<file path="config.mk">
export PLATFORM = sky130hd
export DESIGN_NAME = brick_map_manager
export DESIGN_NICKNAME = d
export VERILOG_FILES = /design/src/rtl/brick_map_manager.sv
export SDC_FILE = /design/constraint.sdc
export NUM_CORES = 1
export LEC_CHECK = 0
export BUFFER_PORTS_ARGS = -buffer_cell sky130_fd_sc_hd__buf_2
export CORE_MARGIN = 10
export CORE_UTILIZATION = 50
export CTS_CLUSTER_SIZE = 40
export DETAILED_ROUTE_END_ITERATION = 10
export GPL_TIMING_DRIVEN = 0
export PLACE_DENSITY = 0.7
export SKIP_CTS_REPAIR_TIMING = 1
export SLEW_MARGIN = 20
export SYNTH_ARGS = -nofsm -noshare
export SYNTH_HDL_FRONTEND = slang
export SYNTH_SLANG_ARGS = --single-unit
</file>
<file path="constraint.sdc">
create_clock -name clk -period 7.86 [get_ports clk]
set_input_delay 0 -clock clk [delete_from_list [all_inputs] [get_ports clk]]
set_output_delay 0 -clock clk [all_outputs]
set_load 0.05 [all_outputs]
</file>
<file path="src/rtl/brick_map_manager.sv">
// Brick occupancy matrix owner: loads levels row by row from the level ROM,
// arbitrates destroy requests from two missiles and counts remaining bricks.
// Latency: hit ack 1 cycle after an eligible request; full load 3*ROWS cycles.
// Backpressure: requests are held by the requester until acked; none are
// served while loading, so they simply wait until the load completes.
// Ports: clk/resetN; levelLoad starts a load; romAddr/romData ROM row access;
// hitReq/hitX*/hitY* destroy requests, hitAck/hitDestroyed responses;
// brickMatrix, bricksLeft, busy, allCleared status.
module brick_map_manager #(
  parameter int ROWS  = 14,
  parameter int COLS  = 17,
  parameter int CNT_W = 8
) (
  input  logic                         clk,
  input  logic                         resetN,
  input  logic                         levelLoad,
  output logic [3:0]                   romAddr,
  input  logic [COLS-1:0]              romData,
  input  logic [1:0]                   hitReq,
  input  logic [4:0]                   hitX0,
  input  logic [3:0]                   hitY0,
  input  logic [4:0]                   hitX1,
  input  logic [3:0]                   hitY1,
  output logic [1:0]                   hitAck,
  output logic [1:0]                   hitDestroyed,
  output logic [0:ROWS-1][0:COLS-1]    brickMatrix,
  output logic [CNT_W-1:0]             bricksLeft,
  output logic                         busy,
  output logic                         allCleared
);

  typedef enum logic [1:0] {IDLE, LD_ADDR, LD_WAIT, LD_WR} state_t;

  localparam logic [3:0] LAST_ROW = 4'(ROWS - 1);
  localparam logic [4:0] COLS_L   = 5'(COLS);
  localparam logic [3:0] ROWS_L   = 4'(ROWS);

  state_t                      state_q, state_d;
  logic [3:0]                  rowCnt_q, rowCnt_d;
  logic [3:0]                  romAddr_q, romAddr_d;
  logic [0:ROWS-1][0:COLS-1]   brickMatrix_q, brickMatrix_d;
  logic [CNT_W-1:0]            bricksLeft_q, bricksLeft_d;
  logic [1:0]                  hitAck_q, hitAck_d;
  logic [1:0]                  hitDestroyed_q, hitDestroyed_d;
  logic                        busy_q, busy_d;
  logic                        rrPtr_q, rrPtr_d;
  logic                        loaded_q, loaded_d;
  logic                        allCleared_q, allCleared_d;

  logic [1:0] elig;
  logic       grant_sel;
  logic [4:0] sel_x;
  logic [3:0] sel_y;

  function automatic logic [CNT_W-1:0] popcount(input logic [COLS-1:0] v);
    logic [CNT_W-1:0] n;
    n = '0;
    for (int c = 0; c < COLS; c++) n = n + {{(CNT_W-1){1'b0}}, v[c]};
    return n;
  endfunction

  // A requester whose ack is showing this cycle is finishing its handshake,
  // so it must not be granted again on the same edge.
  assign elig = hitReq & ~hitAck_q;

  always_comb begin
    state_d        = state_q;
    rowCnt_d       = rowCnt_q;
    romAddr_d      = romAddr_q;
    brickMatrix_d  = brickMatrix_q;
    bricksLeft_d   = bricksLeft_q;
    hitAck_d       = '0;
    hitDestroyed_d = '0;
    busy_d         = busy_q;
    rrPtr_d        = rrPtr_q;
    loaded_d       = loaded_q;
    allCleared_d   = (bricksLeft_q == '0) && !busy_q && loaded_q;
    grant_sel      = 1'b0;
    sel_x          = hitX0;
    sel_y          = hitY0;

    case (state_q)
      IDLE: begin
        if (levelLoad) begin
          // Load takes priority; any pending hit stays held until after it.
          state_d      = LD_ADDR;
          rowCnt_d     = '0;
          romAddr_d    = '0;
          bricksLeft_d = '0;
          busy_d       = 1'b1;
          loaded_d     = 1'b0;
        end else if (|elig) begin
          // Both eligible: rrPtr wins. One eligible: it wins. Either way the
          // pointer then favours the requester that was not granted.
          grant_sel = (&elig) ? rrPtr_q : elig[1];
          rrPtr_d   = ~grant_sel;
          sel_x     = grant_sel ? hitX1 : hitX0;
          sel_y     = grant_sel ? hitY1 : hitY0;
          hitAck_d[grant_sel] = 1'b1;
          if ((sel_x < COLS_L) && (sel_y < ROWS_L)) begin
            if (brickMatrix_q[sel_y][sel_x] && (bricksLeft_q != '0)) begin
              brickMatrix_d[sel_y][sel_x] = 1'b0;
              bricksLeft_d                = bricksLeft_q - 1'b1;
              hitDestroyed_d[grant_sel]   = 1'b1;
            end
          end
        end
      end
      LD_ADDR: begin
        romAddr_d = rowCnt_q;
        state_d   = LD_WAIT;
      end
      LD_WAIT: state_d = LD_WR;
      LD_WR: begin
        for (int c = 0; c < COLS; c++) brickMatrix_d[rowCnt_q][c] = romData[c];
        bricksLeft_d = bricksLeft_q + popcount(romData);
        if (rowCnt_q == LAST_ROW) begin
          state_d  = IDLE;
          busy_d   = 1'b0;
          loaded_d = 1'b1;
        end else begin
          rowCnt_d = rowCnt_q + 1'b1;
          state_d  = LD_ADDR;
        end
      end
      default: state_d = IDLE;
    endcase
  end

  always_ff @(posedge clk or negedge resetN) begin
    if (!resetN) begin
      state_q        <= IDLE;
      rowCnt_q       <= '0;
      romAddr_q      <= '0;
      brickMatrix_q  <= '0;
      bricksLeft_q   <= '0;
      hitAck_q       <= '0;
      hitDestroyed_q <= '0;
      busy_q         <= 1'b0;
      rrPtr_q        <= 1'b0;
      loaded_q       <= 1'b0;
      allCleared_q   <= 1'b0;
    end else begin
      state_q        <= state_d;
      rowCnt_q       <= rowCnt_d;
      romAddr_q      <= romAddr_d;
      brickMatrix_q  <= brickMatrix_d;
      bricksLeft_q   <= bricksLeft_d;
      hitAck_q       <= hitAck_d;
      hitDestroyed_q <= hitDestroyed_d;
      busy_q         <= busy_d;
      rrPtr_q        <= rrPtr_d;
      loaded_q       <= loaded_d;
      allCleared_q   <= allCleared_d;
    end
  end

  assign romAddr      = romAddr_q;
  assign brickMatrix  = brickMatrix_q;
  assign bricksLeft   = bricksLeft_q;
  assign hitAck       = hitAck_q;
  assign hitDestroyed = hitDestroyed_q;
  assign busy         = busy_q;
  assign allCleared   = allCleared_q;

endmodule
</file>
==> results of run 1 <==
[sequential cells by signal (all words and copies together) (netlist names)]
name / count
rrPtr_q: 1
rowCnt_q: 4
hitDestroyed: 2
loaded_q: 1
bricksLeft: 8
brickMatrix: 238
hitAck: 2
state_q: 2
busy: 1
allCleared: 1
romAddr: 4
[cells by family (layout without fill, tap and decap cells)]
group                      count (synthesis)  in the layout  synth area share [%]
adders and majority gates                 35             35                 3.407
AOI/OAI and AO/OA                        783            783                 34.44
DFF                                      264            264                 42.63
and+or+nand+nor                          428            428                 12.33
xor gates and xnor gates                   5              5                0.2826
muxes                                     11             11                0.7347
buffers and inverters                    213            586                 6.176
[layout make-up]
| cell class | count | area share (%) |
|---|---|---|
| buffer | 177 | 4.385 |
| clock buffer | 45 | 4.732 |
| clock inverter | 9 | 0.4872 |
| inverter | 36 | 0.7208 |
| multi-input combinational | 1262 | 42.43 |
| sequential | 264 | 35.24 |
| tap | 396 | 2.643 |
| timing repair buffer | 319 | 9.370 |
[power by group]
| group | internal, mW | switching [mW] | total, mW |
|---|---|---|---|
| combinational | 1.25 | 3.36 | 4.60 |
| clock | 0.810 | 0.606 | 1.42 |
| sequential | 1.78 | 0.610 | 2.39 |
[per-stage QoR]
stage,power [mW],setup slack [ps],util (%),hold slack [ps],std cells
floorplan,5.268,3511,-,-295.6,1739
global placement,6.774,1929,57.09,318.6,2429
detailed placement,6.839,1867,57.44,37.22,2434
CTS,8.259,1796,60.63,-568.7,2488
global route,8.648,1258,61.29,56.94,2508
finish,8.416,1007,61.29,-13.01,2508
[path summary, 6_finish.rpt]
kind	start	endpoint	slack, ps	depth (start not counted)
worst max-delay path	hitAck[0]	brickMatrix[51]	1010	16
worst min-delay path	hitReq[1]	rrPtr_q	-10	4
worst max register to register	hitAck[0]	brickMatrix[51]	1010	16
worst min register to register	romAddr[2]	romAddr[2]	490	1
max in group asynchronous	resetN	brickMatrix[147]	6910	3
min in group asynchronous	resetN	bricksLeft[3]	0	2
[layout by cell type, fill, tap and decap left out, types with 12 or more instances in the layout]
master,count
o41ai_1,20
buf_2,339
nor2b_1,15
a22o_1,235
a21oi_1,77
dlygate4sd3_1,20
dfrtp_1,264
o21ba_2,19
nand2_1,186
fa_1,12
inv_1,35
nand2b_1,14
o21ai_0,284
nand4_1,13
ha_1,23
buf_6,12
nand3_1,18
nor2_1,132
clkbuf_16,30
o22ai_1,64
a221o_1,14
clkbuf_1,119
[cell usage after synthesis, types with 4 or more instances]
| cell type | number |
|---|---|
| dfrtp_1 | 264 |
| a21oi_1 | 77 |
| a22o_1 | 235 |
| fa_1 | 12 |
| o21ai_0 | 285 |
| a21o_1 | 7 |
| nand3_1 | 18 |
| or4_1 | 4 |
| mux2i_1 | 8 |
| o21ba_2 | 19 |
| nand2b_1 | 14 |
| nor4_1 | 6 |
| o22ai_1 | 64 |
| nor2b_1 | 15 |
| nand4_1 | 13 |
| o41ai_1 | 22 |
| a221o_1 | 14 |
| or3_1 | 4 |
| xor2_1 | 4 |
| o31ai_1 | 6 |
| buf_1 | 5 |
| o2bb2ai_1 | 6 |
| nand2_1 | 186 |
| o21a_1 | 9 |
| a41oi_1 | 6 |
| a2111oi_0 | 4 |
| and2_1 | 7 |
| clkbuf_1 | 112 |
| buf_6 | 12 |
| buf_2 | 45 |
| a221oi_1 | 4 |
| inv_1 | 35 |
| nor3_1 | 9 |
| ha_1 | 23 |
| nor2_1 | 132 |
[routing by layer]
metal	track usage, %	vias up	part of all wire (%)
li1	-	7161	-
met1	52.79	8462	38
met2	59.23	1533	44
met3	8.440	235	13
met4	15.84	2	4.6
met5	0	-	0.014
[critical path, cell delays in order, from the launching register on]
cell	delay, ps
dfrtp_1	430
nor3b_4	430
nor4b_2	140
nor2_1	270
clkbuf_1	700
buf_2	510
o22ai_1	180
o21ai_0	350
a32oi_1	220
a2111oi_0	1190
or4_4	350
a31o_1	190
buf_6	180
buf_6	160
clkbuf_1	700
nand4_1	420
o2bb2ai_1	280
==> impl_metrics.csv, run 1 <==
group,metric,value,unit
global_route,grt_remaining_overflow,0,
timing,skew,16.66,ps
placement,dpl_cell_area,17570,µm²
global_route,grt_pass1_wl,113200,µm
route,routed_wl,78240,µm
clocking,cts_tree,"yes",
critical_path,endpoint_kind,"flop",
clocking,clock_latency,580,ps
logic_synthesis,yosys_most_used_dff,"dfrtp_1",
logic_synthesis,synth-seq-cells,264,
route,first_pass_iters,8,
clocking,cts_made_buffers,30,
power,peakVddDrop,323.0,µV
timing,setup_viol_count_final,0,
layout,fillers,2716,
global_route,grt_max_degree,99,
timing,min_period_over_period,87.19,%
placement,place_hpwl,59660,µm
timing,worstMarginPinSlew,1413,ps
route,wire_per_inst,31.20,µm
layout,stdcell_area,18750,µm²
layout,nNetsFinal,2165,
timing,max_freq,145.9,MHz
logic_synthesis,avgSynthCellArea,8.912,µm²
critical_path,crit_path_start_kind,"flop",
layout,antenna_cells,0,
run,max_cap_viol_count,0,
route,drt_iter0_drc,2676,
logic_synthesis,synthArstFlopShare,100.0,%
critical_path,required,8340,ps
logic_synthesis,syn_area,15500,µm²
status,violations,"negative hold slack",
clocking,htreeDepth,1,
status,status,"finished, violations left",
layout,multi_input_area,7954,µm²
floorplanning,die_area,38440,µm²
global_route,grtUsageTotal,38.92,%
critical_path,worstPathArrival,7330,ps
floorplanning,core,30590,µm²
timing,fin_setup_tns,0,ps
logic_synthesis,yosys.area.top_type,"dfrtp_1",
route,viasPerCell,6.935,
floorplanning,initial_core_util,50.66,%
route,antenna_left,0,
placement,port_buffers,294,
floorplanning,rows,64,
clocking,clock_path_buffers,3,
logic_synthesis,yosys-top-cells-area,"dfrtp_1 (43%), a22o_1 (13%), o21ai_0 (9.2%), nand2_1 (4.5%), nor2_1 (3.2%)",
global_route,antenna_found_initial,1,
floorplanning,die_w,196.1,µm
logic_synthesis,netlist_instances,1739,
logic_synthesis,synth_cell_type_count,68,
critical_path,worstPathMaxFanout,10,
logic_synthesis,syn_nets,1814,
critical_path,worstSetupPathType,"reg2reg",
logic_synthesis,yosysSeqAreaShare,42.63,%
timing,rsz0062_at_grt,"false",
clocking,path_clk_slew,60,ps
route,routed-via-count,17390,
power,p_leak,8.757,nW
layout,drive_gt1_share,21.02,%
logic_synthesis,yosysTopAreaCellShare,42.63,%
timing,finalMaxSlewViolations,0,
layout,area_growth,20.98,%
timing,hold_viol,6,
logic_synthesis,synth_enable_flop_cells,0,
timing,max_slew_margin,3.358,%
timing,period_minus_slack,6853,ps
worst_hold_path,hold_path.class,"in2reg",
layout,seq_area,6606,µm²
global_route,grt_pass1_vias,16570,
timing,whs,-13.01,ps
logic_synthesis,ys_warn_count,0,
floorplanning,die_y,196.1,µm
clocking,cts_root_buf,"clkbuf_16",
clocking,cts_sinks,264,
placement,place.gp.congestion,1.061,
route,drc,0,
floorplanning,design.portCount,296,
power,powerDensity,448.9,nW/µm²
(Power assumes the default switching activity.)
==> run 2, diff against run 1 <==
--- a/config.mk
+++ b/config.mk
@@ -6,8 +6,10 @@
 export NUM_CORES = 1
 export LEC_CHECK = 0
 export BUFFER_PORTS_ARGS = -buffer_cell sky130_fd_sc_hd__buf_2
+export CAP_MARGIN = 20
 export CORE_MARGIN = 10
 export CORE_UTILIZATION = 50
+export CTS_BUF_LIST = sky130_fd_sc_hd__clkbuf_8
 export CTS_CLUSTER_SIZE = 40
 export DETAILED_ROUTE_END_ITERATION = 10
 export GPL_TIMING_DRIVEN = 0
==> impl_metrics.csv, run 2 (synthesized netlist as in run 1, its figures left out) <==
group,metric,value,unit
route,drc,0,
floorplanning,core,30590,µm²
timing,setup_viol_count_final,0,
layout,largest_reg_flops,238,
floorplanning,rows,64,
power,powerDensity,443.7,nW/µm²
critical_path,required,8340,ps
route,routed-via-count,17400,
timing,finalMaxSlewViolations,0,
floorplanning,die_y,196.1,µm
critical_path,reg2reg_depth,16,
clocking,cts_root_buf,"clkbuf_8",
route,drt_iter0_drc,2695,
floorplanning,die_w,196.1,µm
layout,layout_common_cells,"buf_2 (339), o21ai_0 (284), dfrtp_1 (264)",
status,violations,"negative hold slack",
global_route,use_met2,57.92,%
status,status,"finished, violations left",
critical_path,worstPathArrival,7150,ps
worst_hold_path,hold_path.class,"in2reg",
floorplanning,die_area,38440,µm²
critical_path,endpoint_kind,"flop",
clocking,clock_latency,600,ps
timing,rsz0062_at_grt,"false",
clocking,htreeDepth,2,
global_route,grt.busiest_layer,"met2",
timing,max_slew_margin,20.53,%
run,max_cap_viol_count,0,
placement,port_buffers,294,
layout,finish.utilization,61.08,%
layout,layout_commonest_cell,"buf_2",
timing,skew,41.14,ps
global_route,grt_pass1_vias,16770,
timing,fin_setup_tns,0,ps
worst_hold_path,hold_end,"busy",
timing,period_minus_slack,6666,ps
global_route,grtUsageTotal,38.88,%
critical_path,crit_path_start_kind,"flop",
global_route,grt_pass1_wl,113200,µm
route,first_pass_iters,6,
critical_path,reg2reg_slack,1190,ps
global_route,met3_usage,9.753,%
critical_path,worstSetupPathType,"reg2reg",
critical_path,rr_startpoint,"hitAck[0]",
clocking,path_clk_slew,70,ps
worst_hold_path,whs_path_depth,3,
global_route,grt_use_met1,52.35,%
floorplanning,initial_core_util,50.66,%
power,peakVddDrop,335.1,µV
floorplanning,design.portCount,296,
global_route,grt_max_degree,99,
power,p_leak,8.807,nW
route,wire_per_inst,30.93,µm
route,antenna_left,0,
clocking,clock_path_buffers,3,
clocking,cts_tree,"yes",
global_route,grt_remaining_overflow,0,
layout,drive_gt1_share,21.74,%
layout,area_growth,20.56,%
layout,nNetsFinal,2181,
placement,place_hpwl,59660,µm
critical_path,worstPathMaxFanout,10,
clocking,cts_sinks,264,
timing,max_freq,150.0,MHz
timing,min_period_over_period,84.82,%
critical_path,r2r-end,"brickMatrix[51]",
route,viasPerCell,6.865,
timing,whs,-60.99,ps
route,routed_wl,78400,µm
worst_hold_path,min_from,"levelLoad",
timing,worstMarginPinSlew,1189,ps
clocking,cts_made_buffers,47,
global_route,antenna_found_initial,1,
placement,place.gp.congestion,1.061,
timing,hold_viol,13,
layout,antenna_cells,0,
## run 2: cell count changes in the layout (fill, tap and decap cells not counted), sizes merged
cell	change
clkinv	+2
inv	+14
clkbuf	+12
dlygate4sd3	-1
## run 2: how the worst max path moves through the flow
stage / cells after the start / to / slack, ps / startpoint
floorplan: 20 / bricksLeft[6] / 3510 / romData[5]
global placement: 17 / brickMatrix[119] / 1930 / hitAck[1]
detailed placement: 17 / brickMatrix[51] / 1870 / hitAck[1]
CTS: 17 / brickMatrix[51] / 1790 / hitAck[1]
global route: 17 / brickMatrix[51] / 1300 / hitAck[1]
finish: 16 / brickMatrix[51] / 1190 / hitAck[0]
## run 2: power breakdown
part           total, mW  switching (mW)  internal [mW]
Clock               1.31           0.621          0.687
Sequential          2.39           0.607           1.79
Combinational       4.59            3.34           1.25
## run 2: final cells by class
class / count / area, µm²
plain buffers: 177 / 822.0
clock buffers: 57 / 784.5
clock inverters: 25 / 138.9
fillers: 2764 / 11910
inverters: 36 / 135.1
multi-input cells: 1262 / 7955
flip-flops and latches: 264 / 6606
well taps: 396 / 495.5
repair buffers: 318 / 1747
## run 2: per-layer routing
metal / up-vias / wire length, µm
met1: 8511 / 30180
met2: 1448 / 33940
met4: 2 / 3757
li1: 7191 / -
met3: 251 / 10490
met5: - / 39
## run 2: worst max-delay path: stages (launching register included)
cell and delay [ps]:
dfrtp_1 430, nor3b_4 410, nor4b_2 140, nor2_1 270, clkbuf_1 740, buf_2 520, o22ai_1 190, o21ai_0 320
a32oi_1 220, a2111oi_1 1030, or4_4 330, a31o_1 200, buf_6 180, buf_6 160, clkbuf_1 700, nand4_1 400
o2bb2ai_1 280
## run 2: through the flow
stage	total power [mW]	area (µm²)	worst slack, ps	instances
final	8.290	18680	1194	2535
after floorplan	5.268	15500	3511	1739
after global routing	8.530	18680	1298	2535
after CTS	8.135	18490	1793	2516
after detailed placement	6.839	17570	1867	2434
after global placement	6.774	17460	1929	2429
